==> config.mk <==
export PLATFORM = sky130hd
export DESIGN_NAME = s344_seq
export DESIGN_NICKNAME = d
export VERILOG_FILES = /design/src/rtl/s344_seq_pkg.sv /design/src/rtl/s344_seq_fifo.sv /design/src/rtl/s344_seq.sv
export SDC_FILE = /design/constraint.sdc
export NUM_CORES = 1
export LEC_CHECK = 0
export CORE_MARGIN = 2
export CORE_UTILIZATION = 35
export CTS_BUF_LIST = sky130_fd_sc_hd__clkbuf_16
export DETAILED_ROUTE_END_ITERATION = 10
export PLACE_DENSITY = 0.63
export SLEW_MARGIN = 10
export SYNTH_ARGS = -nofsm -noshare
export SYNTH_HDL_FRONTEND = slang
export SYNTH_SLANG_ARGS = --single-unit
==> constraint.sdc <==
create_clock -name CK -period 2.23 [get_ports CK]
set_input_delay 0.446 -clock CK [delete_from_list [all_inputs] [get_ports CK]]
set_output_delay 0.446 -clock CK [all_outputs]
set_load 0.005 [all_outputs]
==> src/rtl/s344_seq_pkg.sv <==
// Shared types and constants for the s344 operand sequencer.
package s344_seq_pkg;

   localparam int OPW          = 4;  // operand width
   localparam int PW           = 8;  // product width
   localparam int READY_IGNORE = 1;  // cycles after START where s344 READY is stale

   typedef enum logic [2:0] {
      ST_INIT_ISSUE = 3'd0,
      ST_INIT_WAIT  = 3'd1,
      ST_IDLE       = 3'd2,
      ST_ISSUE      = 3'd3,
      ST_WAIT       = 3'd4
   } state_t;

   // Packs an operand pair into one FIFO word, A in the upper nibble.
   function automatic logic [2*OPW-1:0] pack_ops(input logic [OPW-1:0] a,
                                                 input logic [OPW-1:0] b);
      return {a, b};
   endfunction

endpackage

==> src/rtl/s344_seq_fifo.sv <==
// Synchronous operand FIFO: DEPTH entries of packed {A,B}, head is read combinationally.
module s344_seq_fifo
   import s344_seq_pkg::*;
#(
   parameter int DEPTH = 4
) (
   input  logic                     clk_i,
   input  logic                     rst_i,
   input  logic                     push_i,
   input  logic                     pop_i,
   input  logic [2*OPW-1:0]         wdata_i,
   output logic [2*OPW-1:0]         rdata_o,
   output logic                     full_o,
   output logic                     empty_o,
   output logic [$clog2(DEPTH):0]   count_o
);

   localparam int AW = $clog2(DEPTH);

   logic [2*OPW-1:0] mem_q [DEPTH];
   logic [AW-1:0]    wr_ptr_q, wr_ptr_d;
   logic [AW-1:0]    rd_ptr_q, rd_ptr_d;
   logic [AW:0]      count_q, count_d;
   logic             push_ok_s;
   logic             pop_ok_s;

   assign full_o    = (count_q == (AW+1)'(DEPTH));
   assign empty_o   = (count_q == '0);
   assign count_o   = count_q;
   assign rdata_o   = mem_q[rd_ptr_q];
   assign push_ok_s = push_i & ~full_o;
   assign pop_ok_s  = pop_i & ~empty_o;

   // Next pointer and occupancy; pointers wrap naturally because DEPTH is a power of two.
   always_comb begin
      wr_ptr_d = wr_ptr_q;
      rd_ptr_d = rd_ptr_q;
      count_d  = count_q;
      if (push_ok_s) begin
         wr_ptr_d = wr_ptr_q + AW'(1);
      end else begin
         wr_ptr_d = wr_ptr_q;
      end
      if (pop_ok_s) begin
         rd_ptr_d = rd_ptr_q + AW'(1);
      end else begin
         rd_ptr_d = rd_ptr_q;
      end
      case ({push_ok_s, pop_ok_s})
         2'b10:   count_d = count_q + (AW+1)'(1);
         2'b01:   count_d = count_q - (AW+1)'(1);
         default: count_d = count_q;
      endcase
   end

   // Pointer and occupancy registers, cleared by reset.
   always_ff @(posedge clk_i) begin
      if (rst_i) begin
         wr_ptr_q <= '0;
         rd_ptr_q <= '0;
         count_q  <= '0;
      end else begin
         wr_ptr_q <= wr_ptr_d;
         rd_ptr_q <= rd_ptr_d;
         count_q  <= count_d;
      end
   end

   // Storage array; contents need no reset since occupancy gates every read.
   always_ff @(posedge clk_i) begin
      if (push_ok_s) begin
         mem_q[wr_ptr_q] <= wdata_i;
      end
   end

endmodule

==> src/rtl/s344_seq.sv <==
// Operand sequencer and product capture wrapped around the s344 shift-add multiplier.
module s344_seq
   import s344_seq_pkg::*;
#(
   parameter int DEPTH    = 4,
   parameter int WAIT_MAX = 8
) (
   input  logic                    CK,
   input  logic                    RST,
   input  logic                    IN_VALID,
   input  logic [OPW-1:0]          IN_A,
   input  logic [OPW-1:0]          IN_B,
   output logic                    IN_READY,
   output logic                    START,
   output logic [OPW-1:0]          A,
   output logic [OPW-1:0]          B,
   input  logic                    READY,
   input  logic [PW-1:0]           P,
   output logic                    OUT_VALID,
   output logic [PW-1:0]           OUT_P,
   input  logic                    OUT_READY,
   output logic [$clog2(DEPTH):0]  COUNT,
   output logic                    ERR
);

   localparam int WCW = $clog2(WAIT_MAX + 1);

   state_t            state_q;
   logic              start_q;
   logic [OPW-1:0]    a_q;
   logic [OPW-1:0]    b_q;
   logic              out_valid_q;
   logic [PW-1:0]     out_p_q;
   logic              err_q;
   logic [WCW-1:0]    wait_cnt_q;

   logic              fifo_full_s;
   logic              fifo_empty_s;
   logic [2*OPW-1:0]  fifo_head_s;
   logic              issue_ok_s;
   logic              pop_s;
   logic              ready_seen_s;
   logic              timeout_s;

   s344_seq_fifo #(.DEPTH(DEPTH)) u_fifo (
      .clk_i   (CK),
      .rst_i   (RST),
      .push_i  (IN_VALID),
      .pop_i   (pop_s),
      .wdata_i (pack_ops(IN_A, IN_B)),
      .rdata_o (fifo_head_s),
      .full_o  (fifo_full_s),
      .empty_o (fifo_empty_s),
      .count_o (COUNT)
   );

   // An operand may be issued when one is queued and the output slot is free next cycle.
   always_comb begin
      issue_ok_s = 1'b0;
      if (!fifo_empty_s && (!out_valid_q || OUT_READY)) begin
         issue_ok_s = 1'b1;
      end else begin
         issue_ok_s = 1'b0;
      end
   end

   assign pop_s        = (state_q == ST_IDLE) && issue_ok_s;
   assign ready_seen_s = READY && (wait_cnt_q > WCW'(READY_IGNORE));
   assign timeout_s    = (wait_cnt_q >= WCW'(WAIT_MAX));

   // start_q is preloaded during reset so the dummy START appears in the first
   // post-reset cycle; masking with RST keeps START low while reset is held.
   assign IN_READY  = ~fifo_full_s;
   assign START     = start_q & ~RST;
   assign A         = a_q;
   assign B         = b_q;
   assign OUT_VALID = out_valid_q;
   assign OUT_P     = out_p_q;
   assign ERR       = err_q;

   // Sequencer FSM with operand registers, timeout counter and output slot.
   always_ff @(posedge CK) begin
      if (RST) begin
         state_q     <= ST_INIT_ISSUE;
         start_q     <= 1'b1;
         a_q         <= '0;
         b_q         <= '0;
         out_valid_q <= 1'b0;
         out_p_q     <= '0;
         err_q       <= 1'b0;
         wait_cnt_q  <= '0;
      end else begin
         // Acceptance frees the slot; a capture below in the same cycle overrides it.
         if (out_valid_q && OUT_READY) begin
            out_valid_q <= 1'b0;
         end
         case (state_q)
            ST_INIT_ISSUE: begin
               start_q    <= 1'b0;
               wait_cnt_q <= WCW'(1);
               state_q    <= ST_INIT_WAIT;
            end
            ST_INIT_WAIT: begin
               if (ready_seen_s) begin
                  state_q <= ST_IDLE;
               end else if (timeout_s) begin
                  err_q   <= 1'b1;
                  start_q <= 1'b1;
                  state_q <= ST_INIT_ISSUE;
               end else begin
                  wait_cnt_q <= wait_cnt_q + WCW'(1);
               end
            end
            ST_IDLE: begin
               if (issue_ok_s) begin
                  a_q     <= fifo_head_s[2*OPW-1:OPW];
                  b_q     <= fifo_head_s[OPW-1:0];
                  start_q <= 1'b1;
                  state_q <= ST_ISSUE;
               end else begin
                  start_q <= 1'b0;
               end
            end
            ST_ISSUE: begin
               start_q    <= 1'b0;
               wait_cnt_q <= WCW'(1);
               state_q    <= ST_WAIT;
            end
            ST_WAIT: begin
               if (ready_seen_s) begin
                  out_p_q     <= P;
                  out_valid_q <= 1'b1;
                  state_q     <= ST_IDLE;
               end else if (timeout_s) begin
                  // The in-flight operand is abandoned; the FIFO keeps its contents.
                  err_q   <= 1'b1;
                  start_q <= 1'b1;
                  state_q <= ST_INIT_ISSUE;
               end else begin
                  wait_cnt_q <= wait_cnt_q + WCW'(1);
               end
            end
            default: begin
               start_q <= 1'b1;
               state_q <= ST_INIT_ISSUE;
            end
         endcase
      end
   end

endmodule

==> results_dict.tcl <==
set metrics [dict create \
    status "finished, final reports clean" \
    core_area_sq_um 7650 \
    r2r_cells 9 \
    max_stage_delay_ns 0.47 \
    crit_required_ns 2.49 \
    hold_ws_ns 0.484 \
    syn_area_per_cell_sq_um 12.8 \
    p_leak_nw 1.36 \
    insertion_delay_ns 0.33 \
    hold_path_end "ERR" \
    hp-class "register to register" \
    overflow 0 \
    drtAntennaViolNets 0 \
    slew_violations 0 \
    syn_nets 243 \
    port_buffers 43 \
    tns_ns 0 \
    clk_pin_slew_ns 0.05 \
    numCtsBuffers 9 \
    period_share_pct 97.0 \
    critPathArrivalTime_ns 2.42 \
    drc 0 \
    grt_usage_pct 13.4 \
    cts_tree "built" \
    relSlewSlack_pct 61.6 \
    p_clk_share_pct 46.2 \
    rsz0062_at_grt "yes" \
    routed_via_density 4.66 \
    routed_wl_um 5210 \
    crit_slowest_cell "clkdlybuf4s50_1" \
    boundaryPins 44 \
    clockBufferDepth 2 \
    dp_hpwl_um 3470 \
    vdd_drop_max_mv 0.418 \
    critical_path_class "input pin to register" \
    detail_route.wl_per_cell_um 13.7 \
    r2r_start "u_fifo.count_o[0]" \
    cts-root-buf "clkbuf_16" \
    drt-pass1-iter-count 4 \
    cp_max_fo 2 \
    grt_max_degree 32 \
    path_cells "clkdlybuf4s50_1, nor2b_2, nor4_4, ha_4, inv_1, fa_2, xor2_1, or3_1, a21oi_2" \
    ys_ff_latch 65 \
    drt_iter0_drc 62 \
    std_cell_rows 32 \
    max_cap_viol_count 0 \
    syn-cell-area_sq_um 2730 \
    power_frac_seq_pct 44.8 \
    area_growth_pct 36.0 \
    tightest_slew_ns 0.571 \
    r2r_setup_slack_ns 0.10 \
    dp.cells 364 \
    die_area_sq_um 8520 \
    drive_gt1_share_pct 19.4 \
    grt_pass1_vias 1761 \
    place_area_sq_um 3400 \
    via_count 1777 \
    cts_hold_buf 0 \
    grt_pass1_wl_um 8650 \
    nNetsFinal 304 \
    antenna_found_initial 0 \
    cts_htree_levels 3 \
    skew_ns 0.00481 \
    min_from "ERR" \
    fmax_mhz 462 \
    die_h_um 92.3 \
    synthCells 213 \
    hold_viol 0 \
    end_kind "register" \
    cp-start-kind "input pin" \
    r2r-end "u_fifo.count_o[2]" \
    cts_sinks 65 \
    layout_min_cycle_time_ns 2.16 \
    intPower_w 0.00230 \
    antenna_cells 0 \
    die_w_um 92.3 \
    power_density_nw_per_um2 798 \
    setup_viol 0 \
    fin_cells 381 \
    stdcell_area_sq_um 3710 \
    pwr-share-comb_pct 9.0 \
    yosysWarningCount 0 \
    switching_share_pct 22.3 \
    synthDistinctLibCells 42 \
    final_util_pct 48.5 \
    start_util_pct 35.7 \
    p_sw_w 0.000660 \
    seq_area_frac_synth_pct 59.4 \
    place.gp.congestion 0.736 \
    hold_depth 2 \
]
[power groups by stage]
stage               Clock, W  Combinational (W)  Sequential (W)
floorplan                  0           0.000149         0.00135
global placement           0           0.000263         0.00135
detailed placement         0           0.000265         0.00135
CTS                  0.00140           0.000269         0.00133
global route         0.00146           0.000295         0.00133
finish               0.00137           0.000267         0.00133
[what timing repair did]
action                                  in CTS  in global routing
resized for setup                            1                  3
endpoints found under the setup margin       1                  1
cloned                                       0                  0
pin swaps                                    2                  3
setup buffers                                1                  0
[worst max-delay path: cells and delay by family]
family          cells  cell delay [ns]
fa+ha+maj           2             0.51
xor+xnor            1             0.15
buf+inv             2             0.51
simple gates        3             0.68
compound gates      1             0.11
[cells in the mapped netlist (all sizes together)]
| cell type | number | area share [%] |
|---|---|---|
| nand2b | 1 | 0.23 |
| nand3b | 2 | 0.55 |
| xor2 | 3 | 0.96 |
| nor2b | 4 | 0.92 |
| a211oi | 1 | 0.28 |
| a31oi | 1 | 0.23 |
| and3 | 5 | 1.1 |
| o21a | 1 | 0.28 |
| and2 | 1 | 0.23 |
| o22a | 1 | 0.32 |
| nor2 | 28 | 3.9 |
| ha | 8 | 3.7 |
| mux2i | 16 | 5.9 |
| a2111oi | 1 | 1.0 |
| a21bo | 1 | 0.37 |
| mux4 | 8 | 6.6 |
| a21oi | 10 | 1.8 |
| edfxtp | 32 | 35 |
| nor3b | 3 | 0.83 |
| inv | 11 | 1.5 |
| nor4 | 1 | 0.46 |
| clkbuf | 5 | 0.69 |
| o2111ai | 1 | 0.32 |
| fa | 1 | 0.73 |
| a31o | 1 | 0.32 |
| a21o | 1 | 0.28 |
| o311ai | 1 | 0.32 |
| a41oi | 1 | 0.32 |
| buf | 5 | 0.96 |
| dfxtp | 33 | 24 |
| nor3 | 4 | 0.73 |
| or3b | 1 | 0.32 |
| o211ai | 2 | 0.55 |
| or3 | 2 | 0.46 |
| o21ai | 4 | 0.73 |
| or2 | 2 | 0.46 |
| a311oi | 1 | 0.32 |
| xnor2 | 3 | 0.96 |
| o21bai | 1 | 0.28 |
| nand2 | 5 | 0.69 |
[layout make-up]
| type | count | area (sq um) |
|---|---|---|
| fillers | 689 | 3940 |
| flip-flops and latches | 65 | 1620 |
| multi-input cells | 127 | 1060 |
| repair buffers | 60 | 558 |
| clock buffers | 9 | 225 |
| well taps | 102 | 128 |
| clock inverters | 7 | 71.3 |
| inverters | 11 | 41.3 |
[layout by cell type (no fill, tap or decap), types with 3 or more instances in the layout]
master,n
nand2_1,5
buf_4,17
inv_1,11
mux2i_1,16
xor2_1,3
dfxtp_1,31
nor2b_1,3
mux4_2,8
nor3_1,4
nor2_1,28
edfxtp_1,32
clkdlybuf4s50_1,43
clkbuf_16,9
and3_1,5
xnor2_1,3
ha_1,7
a21oi_1,9
o21ai_0,4
nor3b_1,3
[worst max-delay path by stage]
stage / start / end / slack (ns)
finish: OUT_READY / u_fifo.count_o[2] / 0.07
global route: OUT_READY / u_fifo.count_o[2] / -0.03
CTS: OUT_READY / u_fifo.count_o[2] / 0.01
detailed placement: OUT_READY / u_fifo.count_o[2] / -0.36
global placement: OUT_READY / u_fifo.count_o[2] / -0.32
floorplan: u_fifo.count_o[0] / u_fifo.count_o[2] / 0.03
[per-layer routing]
layer | track usage (%) | up-vias | share of wire (%)
met2 | 21.8 | 43 | 49
li1 | - | 887 | -
met4 | 5.97 | 0 | 1.3
met1 | 16.3 | 841 | 45
met3 | 4.48 | 6 | 4.7
met5 | 0 | - | 0
[cell families (layout without fill, tap and decap cells)]
group	count (synthesis)	after routing	share of synthesized area (%)
adders and majority gates	9	9	4.40
xor gates and xnor gates	6	6	1.93
AOI/OAI and AO/OA	29	29	7.75
DFF	65	65	59.4
buffers and inverters	21	87	3.16
and+or+nand+nor	59	59	10.9
muxes	24	24	12.5
[registers in the layout (all words and copies together) (netlist names)]
name	count
u_fifo.mem_q	32
OUT_P	8
A	4
B	4
wait_cnt_q	4
state_q	3
u_fifo.count_o	3
u_fifo.rd_ptr_q	2
u_fifo.wr_ptr_q	2
ERR	1
OUT_VALID	1
start_q	1
[through the flow]
step / worst slack [ns] / total power, W
after global routing: -0.0284 / 0.00309
after CTS: 0.0130 / 0.00300
final: 0.0660 / 0.00296
after detailed placement: -0.362 / 0.00162
after floorplan: 0.0282 / 0.00150
after global placement: -0.317 / 0.00161
Note: power is estimated with default switching activity, not from simulation.
